File: config.mk
export PLATFORM = sky130hd
export DESIGN_NAME = log2_fraction
export DESIGN_NICKNAME = d
export VERILOG_FILES = /design/src/rtl/log2_fraction.sv
export SDC_FILE = /design/constraint.sdc
export NUM_CORES = 2
export LEC_CHECK = 0
export ABC_AREA = 1
export CAP_MARGIN = 40
export CORE_MARGIN = 2
export CORE_UTILIZATION = 40
export CTS_BUF_LIST = sky130_fd_sc_hd__clkbuf_2 sky130_fd_sc_hd__clkbuf_4 sky130_fd_sc_hd__clkbuf_8
export DETAILED_ROUTE_END_ITERATION = 6
export MAX_ROUTING_LAYER = met4
export PLACE_DENSITY = 0.52
export SETUP_SLACK_MARGIN = 0.15
export SYNTH_ARGS = -nofsm -noshare
export SYNTH_HDL_FRONTEND = slang
export SYNTH_SLANG_ARGS = --single-unit
File: constraint.sdc
create_clock -name clock -period 12.14 [get_ports clock]
set_input_delay 2.428 -clock clock [delete_from_list [all_inputs] [get_ports clock]]
set_output_delay 2.428 -clock clock [all_outputs]
set_load 0.03 [all_outputs]
File: src/rtl/log2_fraction.sv
// Fractional log2 stage: {integer, fraction} from a normalized mantissa by iterative squaring.
// Optional zero flag (zero_o) when LOG2_ZERO_DETECT_EN is defined.
module log2_fraction #(
    parameter  int WIDTH  = 16,
    parameter  int FRAC_W = 8,
    localparam int NORM_W = $clog2(WIDTH)
) (
    input  logic                     clock,
    input  logic                     reset,
    input  logic [WIDTH-1:0]         data_i,
    input  logic [NORM_W-1:0]        norm_i,
    input  logic                     valid_i,
    output logic [NORM_W+FRAC_W-1:0] log2_o,
    output logic                     valid_o
`ifdef LOG2_ZERO_DETECT_EN
    ,
    output logic                     zero_o
`endif
);

    genvar gi;
    for (gi = 0; gi < FRAC_W; gi++) begin : g_stage
        logic [WIDTH-1:0]   x_in;
        logic [2*WIDTH-1:0] x_ext;
        logic [NORM_W-1:0]  int_in, int_q;
        logic [FRAC_W-1:0]  frac_in, frac_d, frac_q;
        logic               valid_in, valid_q, top_bit;
`ifdef LOG2_ZERO_DETECT_EN
        logic               zero_in, zero_q;
`endif

        if (gi == 0) begin : g_head
            assign x_in     = data_i;
            assign int_in   = NORM_W'(WIDTH - 1) - norm_i;
            assign frac_in  = '0;
            assign valid_in = valid_i;
`ifdef LOG2_ZERO_DETECT_EN
            assign zero_in  = ~data_i[WIDTH-1];
`endif
        end else begin : g_body
            assign x_in     = g_stage[gi-1].g_sq.x_q;
            assign int_in   = g_stage[gi-1].int_q;
            assign frac_in  = g_stage[gi-1].frac_q;
            assign valid_in = g_stage[gi-1].valid_q;
`ifdef LOG2_ZERO_DETECT_EN
            assign zero_in  = g_stage[gi-1].zero_q;
`endif
        end

        assign x_ext = {{WIDTH{1'b0}}, x_in};

        // Square >= 2 sets this fraction bit and the mantissa is renormalized by one more shift.
        if (gi < FRAC_W - 1) begin : g_sq
            logic [WIDTH:0]   sqr_hi;
            logic [WIDTH-1:0] x_d, x_q;

            assign sqr_hi  = (WIDTH+1)'((x_ext * x_ext) >> (WIDTH - 1));
            assign top_bit = sqr_hi[WIDTH];
            assign x_d     = sqr_hi[WIDTH] ? sqr_hi[WIDTH:1] : sqr_hi[WIDTH-1:0];

            always_ff @(posedge clock) begin
                if (reset) begin
                    x_q <= '0;
                end else begin
                    x_q <= x_d;
                end
            end
        end else begin : g_last
            assign top_bit = 1'((x_ext * x_ext) >> (2*WIDTH - 1));
        end

        assign frac_d = frac_in | (FRAC_W'(top_bit) << (FRAC_W - 1 - gi));

        always_ff @(posedge clock) begin
            if (reset) begin
                int_q   <= '0;
                frac_q  <= '0;
                valid_q <= 1'b0;
`ifdef LOG2_ZERO_DETECT_EN
                zero_q  <= 1'b0;
`endif
            end else begin
                int_q   <= int_in;
                frac_q  <= frac_d;
                valid_q <= valid_in;
`ifdef LOG2_ZERO_DETECT_EN
                zero_q  <= zero_in;
`endif
            end
        end
    end

    assign valid_o = g_stage[FRAC_W-1].valid_q;
`ifdef LOG2_ZERO_DETECT_EN
    assign zero_o  = g_stage[FRAC_W-1].zero_q;
    assign log2_o  = g_stage[FRAC_W-1].zero_q ? '0
                   : {g_stage[FRAC_W-1].int_q, g_stage[FRAC_W-1].frac_q};
`else
    assign log2_o  = {g_stage[FRAC_W-1].int_q, g_stage[FRAC_W-1].frac_q};
`endif

endmodule
# After elaboration in Yosys (flattened, before gate mapping)
# Cells that the tools add are included.
# W data, S select, Z words.
op_classes:
  n_addsub: 1
  n_mul: 8
  div: 0
  order_cmp: 0
  eq_ne: 0
  n_shift: 0
  mux: 7
  bitwise: 7
  reduce_logical: 0
ops:
  columns: ["operator", "count"]
  rows:
  - ["$mul A16 B16 Y32", 8]
  - ["$mux W16", 7]
  - ["$or A8 B1 Y8", 1]
  - ["$or A8 B2 Y8", 1]
  - ["$or A8 B3 Y8", 1]
  - ["$or A8 B4 Y8", 1]
  - ["$or A8 B5 Y8", 1]
  - ["$or A8 B6 Y8", 1]
  - ["$or A8 B7 Y8", 1]
  - ["$sub A4 B4 Y4 const A", 1]
word_totals:
  regBits: 216
  latchBits: 0
  ram_bits: 0
  romBits: 0
  in_bits: 23
  output_inout_bits: 13
  wordCells: 55
  mem_count: 0

# Depth between registers and ports, before layout
depth:
  word_depth: 2
  depth_mapped: 32
  mapped_depth_nobuf: 30

# Worst setup path before layout
# Ideal clock, no wire load.
synth_path:
  kind: "input-to-reg"
  start: "input data_i[13]"
  end: "register g_stage[0].g_sq.x_q[5]"
  arrival_time_ps: 7531
  setup_slack_ps: 4496
  stages: 25
  path_buffers: 3
  cell_sequence: "clkbuf_1 clkbuf_1 nand2_1 fa_1 fa_1 inv_1 fa_1 fa_1 fa_1 inv_1 fa_1 inv_1 ha_1 nand2_1 nor2_1 and2_1 and2_1 nand2_2 nand2_2 nand2_2 nand2_2 buf_6 nand2_1 nand2_1 nor2_1"
synth_via:
  elab_chain_cells: 2
synth_lines:
  columns: ["item", "line", "text"]
  rows:
  - ["from (decl)", "10", "input logic [WIDTH-1:0] data_i,"]
  - ["$mul A16 B16 Y32", "57", "assign sqr_hi = (WIDTH+1)'((x_ext * x_ext) >> (WIDTH - 1));"]
  - ["$mux W16", "59", "assign x_d = sqr_hi[WIDTH] ? sqr_hi[WIDTH:1] : sqr_hi[WIDTH-1:0];"]
  - ["to (signal assigned)", "63", "x_q <= '0;"]
  - ["to (signal assigned)", "65", "x_q <= x_d;"]
  - ["to (decl)", "55", "logic [WIDTH-1:0] x_d, x_q;"]
# Every way passes these cells.
# A chain may end at the register's enable or synchronous reset.

# Worst setup path after layout
layout_path:
  start: "input data_i[3]"
  end: "register g_stage[0].g_sq.x_q[12]"
# The elaborated chain is that of the path after synthesis.

==> results.yml <==
status:
  status: "finished clean"
sta:
  final-hold-violation-count: 0
  timing.final.crit_share_pct: 66.9
  clock_skew_ns: 0.0336
  tightest_slew_ns: 0.928
  rsz0062_at_grt: "false"
  slew_headroom_pct: 38.0
  fmax_ghz: 0.123
  setup_tns_ns: 0
  slew_violations: 0
  setup_viol: 0
  fin_crit_ns: 8.13
worst_setup_path:
  reg2reg_depth: 22
  path_max_fanout: 16
  crit_path_start_kind: "input pin"
  crit_path_frequent_cell: "inv_1"
  end_kind: "flop"
  worst-setup-path-type: "input pin to flop"
  required_ns: 12.69
  rrSetupSlack_ns: 5.72
  slowest_stage: "clkdlybuf4s50_1"
  arrival_ns: 8.68
  r2r_start: "g_stage[3].g_sq.x_q[3]"
  r2r_end: "g_stage[4].g_sq.x_q[1]"
  critical-path-max-stage-delay_ns: 0.81
power_and_ir_drop:
  p_total_uw: 12600
  switchingPower_uw: 7730
  pwr_density_cell_mw_per_mm2: 178
  p_sw_share_pct: 61.4
  intPower_uw: 4860
  pwr-share-comb_pct: 87.7
  pwr-share-clk_pct: 3.8
  power.leakage_uw: 0.0452
  seqPwrFrac_pct: 8.5
  irDropWorstVdd_mv: 0.241
global_route:
  grt.busiest_layer: "met2"
  grt_pass1_wl_um: 275000
  met1_usage_pct: 24.2
  grt_use_met3_pct: 1.61
  gr-total-overflow: 0
  track_usage_pct: 20.1
  grt_max_degree: 60
  grt_pass1_vias: 55900
  grtUsageMet2_pct: 36.8
  antenna_found_initial: 1
clocking:
  cts_resized: 0
  cts_inserted_buffers: 17
  post-cts-setup-buffers: 0
  cts.sinks: 188
  cts_buffer_depth: 2
  cts.reportedPaths.clkPinSlew_ns: 0.14
  cts_tree: "built"
  clock_latency_ns: 0.66
  clockRootBuffer: "clkbuf_8"
  cts_hold_buf: 0
  h-tree-depth: 4
yosys:
  synthTopCellsByArea: "fa_1 (38%), inv_1 (16%), ha_1 (15%), nand2_1 (13%), dfxtp_1 (5.6%)"
  syn_nets: 11300
  synthFlopType: "dfxtp_1"
  synth-seq-cells: 188
  ys_top_cells_by_count: "inv_1 (2865), nand2_1 (2379), fa_1 (1290)"
  synth_edf_count: 0
  ys_seq_area_share_pct: 5.57
  synth_most_common_cell: "inv_1"
  ys_async_sr_fraction_pct: 0
  synthCells: 9170
  synth.avg_cell_area_um2: 7.37
  yosys_warnings: 0
  synthDistinctLibCells: 42
  synth_top_area_share_pct: 38.2
  synth_area_mm2: 0.0676
  yosysTopAreaCell: "fa_1"
routing:
  drc_errors: 0
  dr.pass1.iters: 5
  via_per_inst: 4.60
  drt_iter0_markers: 2290
  num_vias: 51700
  postRouteAntennaNets: 0
  post_drt_wl_per_cell_um: 14.2
  wl_um: 160000
finish:
  ff_latch_area_mm2: 0.00376
  fillers: 17600
  area_growth_pct: 4.53
  final_util_pct: 42.2
  drive_above_1_share_pct: 1.78
  multiInputGateArea_mm2: 0.0519
  finalNetCount: 11100
worst_hold_path:
  hp-start: "g_stage[0].int_q[2]"
  hold_path_depth: 2
  worstHoldEndpoint: "g_stage[1].int_q[2]"
  min_path_type: "flop to flop"
die:
  fp.dieH_um: 415
  die-area_mm2: 0.172
  die_w_um: 415
  design.core.area_mm2: 0.167
  initial_utilization_pct: 40.4
  rows: 150
  ios: 36
placement:
  dpl.hpwl_um: 139000
  gp_congestion: 0.911
  io_buffers: 35
job:
  max_cap_viol_count: 0
## power by group through the flow
stage          combinational, uW  sequential, uW  clock, uW
2_1_floorplan               8350             768          0
3_3_place_gp               11000            1160          0
3_5_place_dp               11200            1100          0
4_1_cts                    11300            1080        515
5_1_grt                    12900            1090        530
6_report                   11000            1070        483
## layout by cell type (no fill, tap or decap), types with 4 or more instances in the layout
cell / instances
nor2_1: 486
buf_4: 20
nand4_1: 62
clkbuf_8: 17
a21oi_2: 5
nand2_2: 26
a31o_2: 7
o21bai_1: 50
o21ai_0: 60
o21a_1: 5
or2_2: 17
inv_1: 2864
fa_1: 1290
nor3_1: 63
buf_8: 23
clkdlybuf4s50_1: 34
nor2_2: 8
and2_1: 32
xor2_1: 69
inv_2: 7
buf_16: 4
dfxtp_1: 188
ha_1: 791
a21o_1: 10
nand3_1: 209
a21oi_1: 203
xnor2_1: 44
nor2_4: 4
nand2_1: 2379
nand3b_1: 15
o211ai_1: 4
## stage by stage
| stage | cells | setup slack, ns | instance area (um^2) | hold WS, ns |
|---|---|---|---|---|
| 2_1_floorplan | 9170 | 4.50 | 67600 | 0.388 |
| 3_3_place_gp | 11200 | 3.27 | 69700 | 0.390 |
| 3_5_place_dp | 11200 | 3.18 | 70200 | 0.396 |
| 4_1_cts | 11200 | 3.95 | 70600 | 0.378 |
| 5_1_grt | 11200 | 3.59 | 70600 | 0.407 |
| 6_report | 11200 | 4.01 | 70600 | 0.375 |
## registers in the layout (all words and copies together), names as in the netlist
| register | cells |
|---|---|
| g_stage.g_sq.x_q | 112 |
| g_stage.frac_q | 36 |
| g_stage.int_q | 32 |
| g_stage.valid_q | 7 |
| valid_o | 1 |
## layout make-up
type	instances	share of cell area (%)
Clock buffer	17	0.331
Clock inverter	15	0.250
Timing Repair Buffer	83	1.37
Multi-Input combinational cell	5850	73.5
Antenna cell	2	0.00709
Sequential cell	188	5.33
Tap cell	2204	3.90
Inverter	2873	15.3
## layer usage
| metal | vias to the layer above | share of wire [%] |
|---|---|---|
| met5 | - | 0 |
| met4 | 0 | 1.5 |
| met3 | 137 | 2.4 |
| met2 | 620 | 52 |
| met1 | 25100 | 44 |
| li1 | 25800 | - |
## worst max path at each step
stage          slack (ns)        from                       to
2_1_floorplan        4.50  data_i[13]   g_stage[0].g_sq.x_q[5]
3_3_place_gp         3.27   data_i[3]  g_stage[0].g_sq.x_q[13]
3_5_place_dp         3.18   data_i[3]  g_stage[0].g_sq.x_q[14]
4_1_cts              3.95   data_i[3]  g_stage[0].g_sq.x_q[12]
5_1_grt              3.59   data_i[3]  g_stage[0].g_sq.x_q[14]
6_report             4.01   data_i[3]  g_stage[0].g_sq.x_q[12]
## critical path, delay by kind of cell
family	cells	cell delay (ns)
fa+ha+maj	7	3.33
simple gates	12	1.71
buf+inv	8	1.21
## cells by family after synthesis
family                     synth area share [%]
and+or+nand+nor                            19.6
buffers and inverters                      17.6
adders and majority gates                  52.9
AOI/OAI and AO/OA                          2.92
DFF                                        5.57
xor gates and xnor gates                   1.46
Note: power is estimated with default switching activity, not from simulation.
